**config.mk**
```make
export PLATFORM = sky130hd
export DESIGN_NAME = cpu_clk_ctrl_flat
export DESIGN_NICKNAME = d
export VERILOG_FILES = /design/src/rtl/cpu_clk_ctrl_pkg.sv /design/src/rtl/cpu_clk_ctrl_if.sv /design/src/rtl/btn_debounce.sv /design/src/rtl/cpu_clk_ctrl.sv /design/src/flat_wrapper.sv
export SDC_FILE = /design/constraint.sdc
export NUM_CORES = 1
export LEC_CHECK = 0
export BUFFER_PORTS_ARGS = -buffer_cell sky130_fd_sc_hd__buf_2
export CORE_MARGIN = 4
export CORE_UTILIZATION = 49
export DETAILED_ROUTE_END_ITERATION = 8
export GPL_TIMING_DRIVEN = 0
export PLACE_DENSITY = 0.85
export SYNTH_ARGS = -nofsm -noshare
export SYNTH_HDL_FRONTEND = slang
export SYNTH_SLANG_ARGS = --single-unit
```
**constraint.sdc**
```tcl
create_clock -name clk -period 2.9 [get_ports clk]
set_input_delay 0.145 -clock clk [delete_from_list [all_inputs] [get_ports clk]]
set_output_delay 0.145 -clock clk [all_outputs]
set_load 0.005 [all_outputs]
```
**src/rtl/cpu_clk_ctrl_pkg.sv**
```systemverilog
// Shared constants for the CPU clock-enable controller: parameter defaults,
// debounce counter width and FSM state encodings.
package cpu_clk_ctrl_pkg;

   localparam int FAST_BIT_DEF = 3;
   localparam int SLOW_BIT_DEF = 24;
   localparam int DEB_BIT_DEF  = 17;
   localparam int DEB_CNT_DEF  = 4;

   localparam int DEB_W = 4;

   typedef logic [1:0] state_t;

   localparam state_t ST_RUN   = 2'd0;
   localparam state_t ST_PAUSE = 2'd1;
   localparam state_t ST_STEP  = 2'd2;

endpackage

```
**src/rtl/cpu_clk_ctrl_if.sv**
```systemverilog
// Board-side bundle of the clock-enable controller: divider bus and switches in,
// CPU enable strobe, status and FSM state out.
interface cpu_clk_ctrl_if;
   import cpu_clk_ctrl_pkg::*;

   // cpu_ce is a bare one-cycle strobe with no back-pressure: the CPU must
   // advance on every cycle it is high; the other inputs are levels.
   logic [31:0] clkdiv;
   logic        SW2;
   logic        SW_Pause;
   logic        BTN_Step;
   logic        cpu_ce;
   logic        paused;
   logic [31:0] instr_cnt;
   state_t      state;

   modport master (
      output clkdiv, SW2, SW_Pause, BTN_Step,
      input  cpu_ce, paused, instr_cnt, state
   );

   modport slave (
      input  clkdiv, SW2, SW_Pause, BTN_Step,
      output cpu_ce, paused, instr_cnt, state
   );

endinterface

```
**src/rtl/btn_debounce.sv**
```systemverilog
// Step-button debouncer: accepts a new level after DEB_CNT consecutive differing
// samples and emits a one-cycle pulse when the accepted level rises.
module btn_debounce
   import cpu_clk_ctrl_pkg::*;
#(
   parameter int DEB_CNT = DEB_CNT_DEF
) (
   input  logic clk,
   input  logic rst,
   input  logic sample_tick,
   input  logic btn_s,
   output logic rise_pulse
);

   localparam logic [DEB_W-1:0] DEB_LIM = DEB_W'(DEB_CNT);

   logic [DEB_W-1:0] cnt_q, cnt_d, cnt_inc;
   logic             stable_q, stable_d;
   logic             rise_q, rise_d;

   always_comb begin
      cnt_inc  = cnt_q + 1'b1;
      cnt_d    = cnt_q;
      stable_d = stable_q;
      rise_d   = 1'b0;
      if (sample_tick) begin
         if (btn_s != stable_q) begin
            if (cnt_inc == DEB_LIM) begin
               stable_d = btn_s;
               cnt_d    = '0;
               rise_d   = btn_s;
            end else begin
               cnt_d = cnt_inc;
            end
         end else begin
            // any agreeing sample restarts the run
            cnt_d = '0;
         end
      end
   end

   always_ff @(posedge clk or posedge rst) begin
      if (rst) begin
         cnt_q    <= '0;
         stable_q <= 1'b0;
         rise_q   <= 1'b0;
      end else begin
         cnt_q    <= cnt_d;
         stable_q <= stable_d;
         rise_q   <= rise_d;
      end
   end

   assign rise_pulse = rise_q;

endmodule

```
**src/rtl/cpu_clk_ctrl.sv**
```systemverilog
// CPU clock-enable controller: turns clkdiv tap edges into cpu_ce strobes under
// run/pause/single-step control from the board switches and step button.
module cpu_clk_ctrl
   import cpu_clk_ctrl_pkg::*;
#(
   parameter int FAST_BIT = FAST_BIT_DEF,
   parameter int SLOW_BIT = SLOW_BIT_DEF,
   parameter int DEB_BIT  = DEB_BIT_DEF,
   parameter int DEB_CNT  = DEB_CNT_DEF
) (
   input logic           clk,
   input logic           rst,
   cpu_clk_ctrl_if.slave bus
);

   logic [2:0]  taps, prev_q, tick;
   logic        tick_fast, tick_slow, tick_deb, sel_tick;
   logic [2:0]  sync1_q, sync2_q;
   logic        sw2_s, pause_s, btn_s;
   logic        step_req;
   state_t      state_q, state_d;
   logic        cpu_ce_q, cpu_ce_d;
   logic        paused_q;
   logic [31:0] instr_cnt_q;

   // Tap edge detect: bit 0 fast, bit 1 slow, bit 2 debounce pacing.
   assign taps = {bus.clkdiv[DEB_BIT], bus.clkdiv[SLOW_BIT], bus.clkdiv[FAST_BIT]};
   assign tick = taps & ~prev_q;

   always_ff @(posedge clk or posedge rst) begin
      if (rst) prev_q <= '0;
      else     prev_q <= taps;
   end

   assign tick_fast = tick[0];
   assign tick_slow = tick[1];
   assign tick_deb  = tick[2];

   always_ff @(posedge clk or posedge rst) begin
      if (rst) begin
         sync1_q <= '0;
         sync2_q <= '0;
      end else begin
         sync1_q <= {bus.BTN_Step, bus.SW_Pause, bus.SW2};
         sync2_q <= sync1_q;
      end
   end

   assign sw2_s    = sync2_q[0];
   assign pause_s  = sync2_q[1];
   assign btn_s    = sync2_q[2];
   assign sel_tick = sw2_s ? tick_slow : tick_fast;

   btn_debounce #(
      .DEB_CNT (DEB_CNT)
   ) u_btn_debounce (
      .clk         (clk),
      .rst         (rst),
      .sample_tick (tick_deb),
      .btn_s       (btn_s),
      .rise_pulse  (step_req)
   );

   // A step_req arriving outside PAUSE is simply dropped.
   always_comb begin
      state_d  = state_q;
      cpu_ce_d = 1'b0;
      case (state_q)
         ST_RUN: begin
            cpu_ce_d = sel_tick & ~pause_s;
            if (pause_s) state_d = ST_PAUSE;
         end
         ST_PAUSE: begin
            if (step_req)      state_d = ST_STEP;
            else if (!pause_s) state_d = ST_RUN;
         end
         ST_STEP: begin
            if (sel_tick) begin
               cpu_ce_d = 1'b1;
               state_d  = ST_PAUSE;
            end
         end
         default: state_d = ST_RUN;
      endcase
   end

   always_ff @(posedge clk or posedge rst) begin
      if (rst) begin
         state_q     <= ST_RUN;
         cpu_ce_q    <= 1'b0;
         paused_q    <= 1'b0;
         instr_cnt_q <= '0;
      end else begin
         state_q     <= state_d;
         cpu_ce_q    <= cpu_ce_d;
         paused_q    <= (state_d != ST_RUN);
         instr_cnt_q <= instr_cnt_q + 32'(cpu_ce_q);
      end
   end

   assign bus.cpu_ce    = cpu_ce_q;
   assign bus.paused    = paused_q;
   assign bus.instr_cnt = instr_cnt_q;
   assign bus.state     = state_q;

endmodule

```
**src/flat_wrapper.sv**
```systemverilog
// flat-port wrapper written by rule: the top's interface ports become plain ports
module cpu_clk_ctrl_flat import cpu_clk_ctrl_pkg::*;
#(
   parameter int FAST_BIT = FAST_BIT_DEF,
   parameter int SLOW_BIT = SLOW_BIT_DEF,
   parameter int DEB_BIT  = DEB_BIT_DEF,
   parameter int DEB_CNT  = DEB_CNT_DEF
)
  (clk, rst, bus_clkdiv, bus_SW2, bus_SW_Pause, bus_BTN_Step, bus_cpu_ce, bus_paused, bus_instr_cnt, bus_state);
  cpu_clk_ctrl_if bus_i ();
  input logic clk;
  input logic rst;
  input wire logic [$bits(bus_i.clkdiv)-1:0] bus_clkdiv;
  input wire logic [$bits(bus_i.SW2)-1:0] bus_SW2;
  input wire logic [$bits(bus_i.SW_Pause)-1:0] bus_SW_Pause;
  input wire logic [$bits(bus_i.BTN_Step)-1:0] bus_BTN_Step;
  output wire logic [$bits(bus_i.cpu_ce)-1:0] bus_cpu_ce;
  output wire logic [$bits(bus_i.paused)-1:0] bus_paused;
  output wire logic [$bits(bus_i.instr_cnt)-1:0] bus_instr_cnt;
  output wire logic [$bits(bus_i.state)-1:0] bus_state;
  assign bus_i.clkdiv = bus_clkdiv;
  assign bus_i.SW2 = bus_SW2;
  assign bus_i.SW_Pause = bus_SW_Pause;
  assign bus_i.BTN_Step = bus_BTN_Step;
  assign bus_cpu_ce = bus_i.cpu_ce;
  assign bus_paused = bus_i.paused;
  assign bus_instr_cnt = bus_i.instr_cnt;
  assign bus_state = bus_i.state;
  cpu_clk_ctrl #(.FAST_BIT(FAST_BIT), .SLOW_BIT(SLOW_BIT), .DEB_BIT(DEB_BIT), .DEB_CNT(DEB_CNT)) u_core (.clk(clk), .rst(rst), .bus(bus_i));
endmodule
```
-- After elaboration in Yosys (flattened, before gate mapping)
Index checks and enable logic that the tools add are counted.
- register bits after elaboration: 51
- bits of input ports: 37
- output and inout port bits: 36
- word-level logic and storage cells: 36
- $add $sub $neg: 2
- eq/ne operators: 4
- mux-type cells: 13
- bitwise operators: 4
- reductions and logical operators: 3
- operator list (cell ; number):
    32-bit by 1-bit adder with 32-bit output ; 1
    2-bit 2-to-1 mux ; 4
    4-bit 2-to-1 mux ; 2
    2-bit one-hot mux with 3 select lines ; 1
    1-bit 2-to-1 mux ; 5
    4-bit by 1-bit adder with 4-bit output (second input constant) ; 1
    4-bit by 3-bit equality test with 1-bit output (second input constant) ; 1
    3-bit AND ; 1
    3-bit inverter ; 1
    3-bit AND reduction ; 1
    2-bit by 1-bit equality test with 1-bit output (second input constant) ; 1
    2-bit equality test (second input constant) ; 1
    2-bit zero test ; 1
    1-bit one-hot mux with 2 select lines ; 1
    2-bit nonzero test ; 1
    1-bit AND ; 1
    1-bit inequality test ; 1
    1-bit inverter ; 1

-- Depth between registers and ports, before layout
- word-level depth: 6
- depth in mapped cells: 7
- gate-level depth less buffers: 6

-- Modules after synthesis
A second synthesis with hierarchy kept.
- cells, all modules: 172
- area, all modules: 2144.6 µm²
- by module, submodules not included (module ; instances ; cells each ; area an instance (µm²) ; sequential area each (µm²)):
    cpu_clk_ctrl ; 1 ; 146 ; 1839.3 ; 1126.1
    btn_debounce ; 1 ; 26 ; 305.3 ; 150.1

-- Worst setup path before layout
No wires, ideal clock.
- path type: register to register
- start point: register u_core.instr_cnt_q[0], in the netlist u_core.bus.instr_cnt[0]
- end point: register u_core.instr_cnt_q[20], in the netlist u_core.bus.instr_cnt[20]
- setup time: 79 ps
- data arrival time: 2023 ps
- data required time: 2821 ps
- setup slack: 797 ps
- cell stages (with the launch flop): 8
- buffers on the path: 1
- period minus slack after synthesis: 2103 ps
- path through: dfrtp_1 -> ha_1 -> ha_1 -> and4_1 -> or4b_2 -> buf_2 -> nor3_1 -> xor2_1
- longest elaborated chain between the ends: 1
- ends and longest elaborated chain (element ; line ; RTL):
    start: declaration ; cpu_clk_ctrl.sv:24 ; logic [31:0] instr_cnt_q;
    start signal: assignment ; cpu_clk_ctrl.sv:97 ; instr_cnt_q <= instr_cnt_q + 32'(cpu_ce_q);
    32-bit by 1-bit adder with 32-bit output ; cpu_clk_ctrl.sv:97 ;
No other way between the ends.
A chain may end at the register's enable or synchronous reset.

-- Final worst setup path
- start point: register u_core.cpu_ce_q, in the netlist u_core.bus.cpu_ce
- end point: register u_core.instr_cnt_q[20], in the netlist u_core.bus.instr_cnt[20]
- longest elaborated chain between the ends: 1
- ends and longest elaborated chain (element ; line ; RTL):
    start: declaration ; cpu_clk_ctrl.sv:22 ; logic cpu_ce_q, cpu_ce_d;
    start signal: assignment ; cpu_clk_ctrl.sv:95 ; cpu_ce_q <= cpu_ce_d;
    32-bit by 1-bit adder with 32-bit output ; cpu_clk_ctrl.sv:97 ;
No other way between the ends.

==> flow_summary.toml <==
[status]
status = "complete, no violations"

[clock_network]
clock_tree.htree_level_count = 2
worst_setup_hold_path_clk_slew_ps = 90
cts.sinks = 51
ctsRootBufferMaster = "clkbuf_8"
insertion_delay_ps = 300
numCtsBuffers = 5
tritoncts = "built"
postCtsResizedCells = 0
ctsLongestPathBuffers = 2
postCtsSetupRepairBufs = 0

[logic_synthesis]
synth-seq-area-share_pct = 60.1
synth-warning-count = 0
ys_types = 30
syn_inst = 184
syn_area_mm2 = 0.00212
synth.avg_cell_area_um2 = 11.5
synth_nets = 224
postSynthRegisterBits = 51

[pwr]
power.ir.vdd_worst_mv = 0.390
p_leak_uw = 0.00137
p_per_area_mw_per_mm2 = 560

[timing]
rsz0062_at_grt = "no"
timing.final.crit_share_pct = 79.5
worst_pin_slew_ps = 435
finalSetupViolations = 0
finClkSkew_ps = 5.90
finalWorstPathRequiredPeriod_ps = 2310
report.final.slew_viol_count = 0
timing_hold_violations_final = 0
setup_tns_ps = 0
timing.max_slew.rel_slack_pct = 70.7
fmax_mhz = 434

[detailed_routing]
detail_route.drc_violations = 0
postRouteAntennaNets = 0
dr_total_vias = 1545
avg_vias_per_cell = 5.27
initialDrtViolationCount = 72
dr.pass1.iters = 4
routedWlPerCell_um = 13.5
detail_route.wirelength_um = 3950

[cells_and_area]
layout.filler_cells = 316
area_taken_by_flip_flops_and_latches_mm2 = 0.00128
final_cell_count_without_fillers = 293
multiInputGateArea_um2 = 803
area_delta_synth_final_pct = 22.6
antenna_cells_inserted = 0
nNetsFinal = 282
drive_gt1_share_pct = 23.9

[worst_setup_path]
worst_setup_path_end_kind = "flip-flop"
cp.arrival_ps = 2530
crit-reg2reg-launch = "u_core.bus.cpu_ce"
path_max_fanout = 5
reg2reg_setup_slack_ps = 590
r2r-end = "u_core.bus.instr_cnt[20]"
startpoint_type = "flip-flop"
timing_worst_setup_path_type = "reg -> reg"
setup.worst_path.end = "u_core.bus.instr_cnt[20]"
setup.worst_path.start = "u_core.bus.cpu_ce"
crit_required_ps = 3120
worst_r2r_path_depth = 7

[global_route]
grt_util_all_layers_pct = 15.8
antenna_found_initial = 0
grt_pass1_vias = 1534
maximum_number_of_pins_on_one_net_before_global_route_repair = 33
globalRoute.totalOverflow = 0
grt_pass1_wl_um = 6590

[die]
fp.dieArea_mm2 = 0.00545
die_y_um = 73.8
rows = 23
start_util_pct = 52.0
fp.dieW_um = 73.8
ios = 73
core_area_mm2 = 0.00409

[placed_design]
detailedPlacementHpwl_um = 2890
gp_congestion = 0.787
numPortBuffers = 43
dp_cells = 278

[hold_path]
min_from = "u_core.sync1_q[2]"
type_of_the_most_critical_hold_path = "reg -> reg"

[job]
maxCapViolations = 0
[routing by layer]
layer,global-route usage [%],vias up,wire length (um),part of all wire [%]
met5,0,-,0,0
met4,5.84,0,51,1.3
met3,5.61,7,246,6.2
met2,26.2,37,1980,50
met1,18.8,747,1680,42
li1,-,754,-,-
[report_power, final]
part / leakage, uW / switching [uW] / internal, uW
clock: 0.0000581 / 222 / 257
combinational: 0.000640 / 70.4 / 76.3
sequential: 0.000675 / 60.7 / 771
total: 0.00137 / 353 / 1100
[cells in the mapped netlist]
| library cell | n | area share [%] |
|---|---|---|
| a21o_1 | 1 | 0.35 |
| a21oi_1 | 1 | 0.24 |
| a221o_1 | 1 | 0.47 |
| a22o_1 | 1 | 0.41 |
| a31o_2 | 1 | 0.41 |
| and3_1 | 3 | 0.88 |
| and3b_1 | 1 | 0.41 |
| and4_1 | 4 | 1.6 |
| buf_2 | 2 | 0.47 |
| clkbuf_1 | 2 | 0.35 |
| dfrtp_1 | 51 | 60 |
| ha_1 | 3 | 1.8 |
| inv_1 | 7 | 1.2 |
| mux2_2 | 1 | 0.53 |
| nand2_1 | 18 | 3.2 |
| nand2b_1 | 2 | 0.59 |
| nand3_1 | 10 | 2.4 |
| nand4_1 | 6 | 1.8 |
| nor2_1 | 9 | 1.6 |
| nor2b_1 | 1 | 0.29 |
| nor3_1 | 11 | 2.6 |
| nor4_1 | 7 | 2.1 |
| o21ai_0 | 4 | 0.94 |
| o31ai_1 | 1 | 0.35 |
| o32a_1 | 1 | 0.47 |
| or4_1 | 1 | 0.35 |
| or4b_1 | 1 | 0.47 |
| or4b_2 | 1 | 0.47 |
| xnor2_1 | 11 | 4.5 |
| xor2_1 | 21 | 8.7 |
[kinds of logic after synthesis]
group / synth area share [%]
multiplexers: 0.530
AND/OR/NAND/NOR: 18.7
adder cells (fa/ha/maj): 1.77
buffers and inverters: 2.06
XOR/XNOR: 13.2
AO/OA/AOI/OAI: 3.65
flip-flops: 60.1
[layout by cell type, fill, tap and decap left out, types with 2 or more instances in the layout]
cell            n
o21ai_0         4
and3_1          3
inv_1           6
nor3_1         11
ha_1            3
nor2_1          9
nand2b_1        2
nand4_1         6
xnor2_1        11
dlygate4sd3_1   7
nor4_1          7
xor2_1         21
and4_1          4
clkbuf_8        5
dfrtp_1        51
nand3_1        10
buf_2          45
nand2_1        18
clkbuf_1        2
[registers in the layout (all words and copies together), names as in the netlist]
signal	flops
u_core.u_btn_debounce.stable_q	1
u_core.sync2_q	3
u_core.prev_q	3
u_core.u_btn_debounce.cnt_q	4
u_core.bus.instr_cnt	32
u_core.sync1_q	3
u_core.bus.paused	1
u_core.u_btn_debounce.rise_pulse	1
u_core.bus.state	2
u_core.bus.cpu_ce	1
[critical path: stages, from the launching register on]
cell,delay [ps]
dfrtp_1,360
ha_1,200
ha_1,220
and4_1,290
or4b_2,590
buf_2,170
nor3_1,240
xor2_1,160
[final cells by class]
cell class / instances / share of cell area [%]
tap: 50 / 2.40
clock inverter: 3 / 1.68
sequential: 51 / 49.0
inverter: 7 / 1.01
clock buffer: 5 / 2.64
timing repair buffer: 51 / 11.7
buffer: 4 / 0.673
multi-input combinational: 122 / 30.9
[stage by stage]
step / util (%) / total power, uW / hold slack, ps / setup WS [ps] / cell area (um^2)
global route: 63.7 / 1540 / 375 / 489 / 2600
floorplan: - / 922 / 176 / 797 / 2120
detailed placement: 59.2 / 990 / 165 / 610 / 2420
finish: 63.7 / 1460 / 364 / 595 / 2600
global placement: 58.8 / 974 / 254 / 664 / 2400
CTS: 63.7 / 1480 / 364 / 578 / 2600
[worst min-delay path by stage]
stage	slack [ps]	end	depth (start not counted)
floorplan	180	u_core.prev_q[0]	0
global placement	250	u_core.sync1_q[1]	1
detailed placement	160	u_core.sync1_q[2]	2
CTS	360	u_core.sync2_q[2]	0
global route	370	u_core.sync2_q[1]	0
finish	360	u_core.sync2_q[2]	0
[repair_timing]
action	4_1_cts	5_1_grt
hold buffers	7	0
hold endpoints to repair	25	0
setup endpoints to repair	0	0
Power figures use the tool's default switching activity.
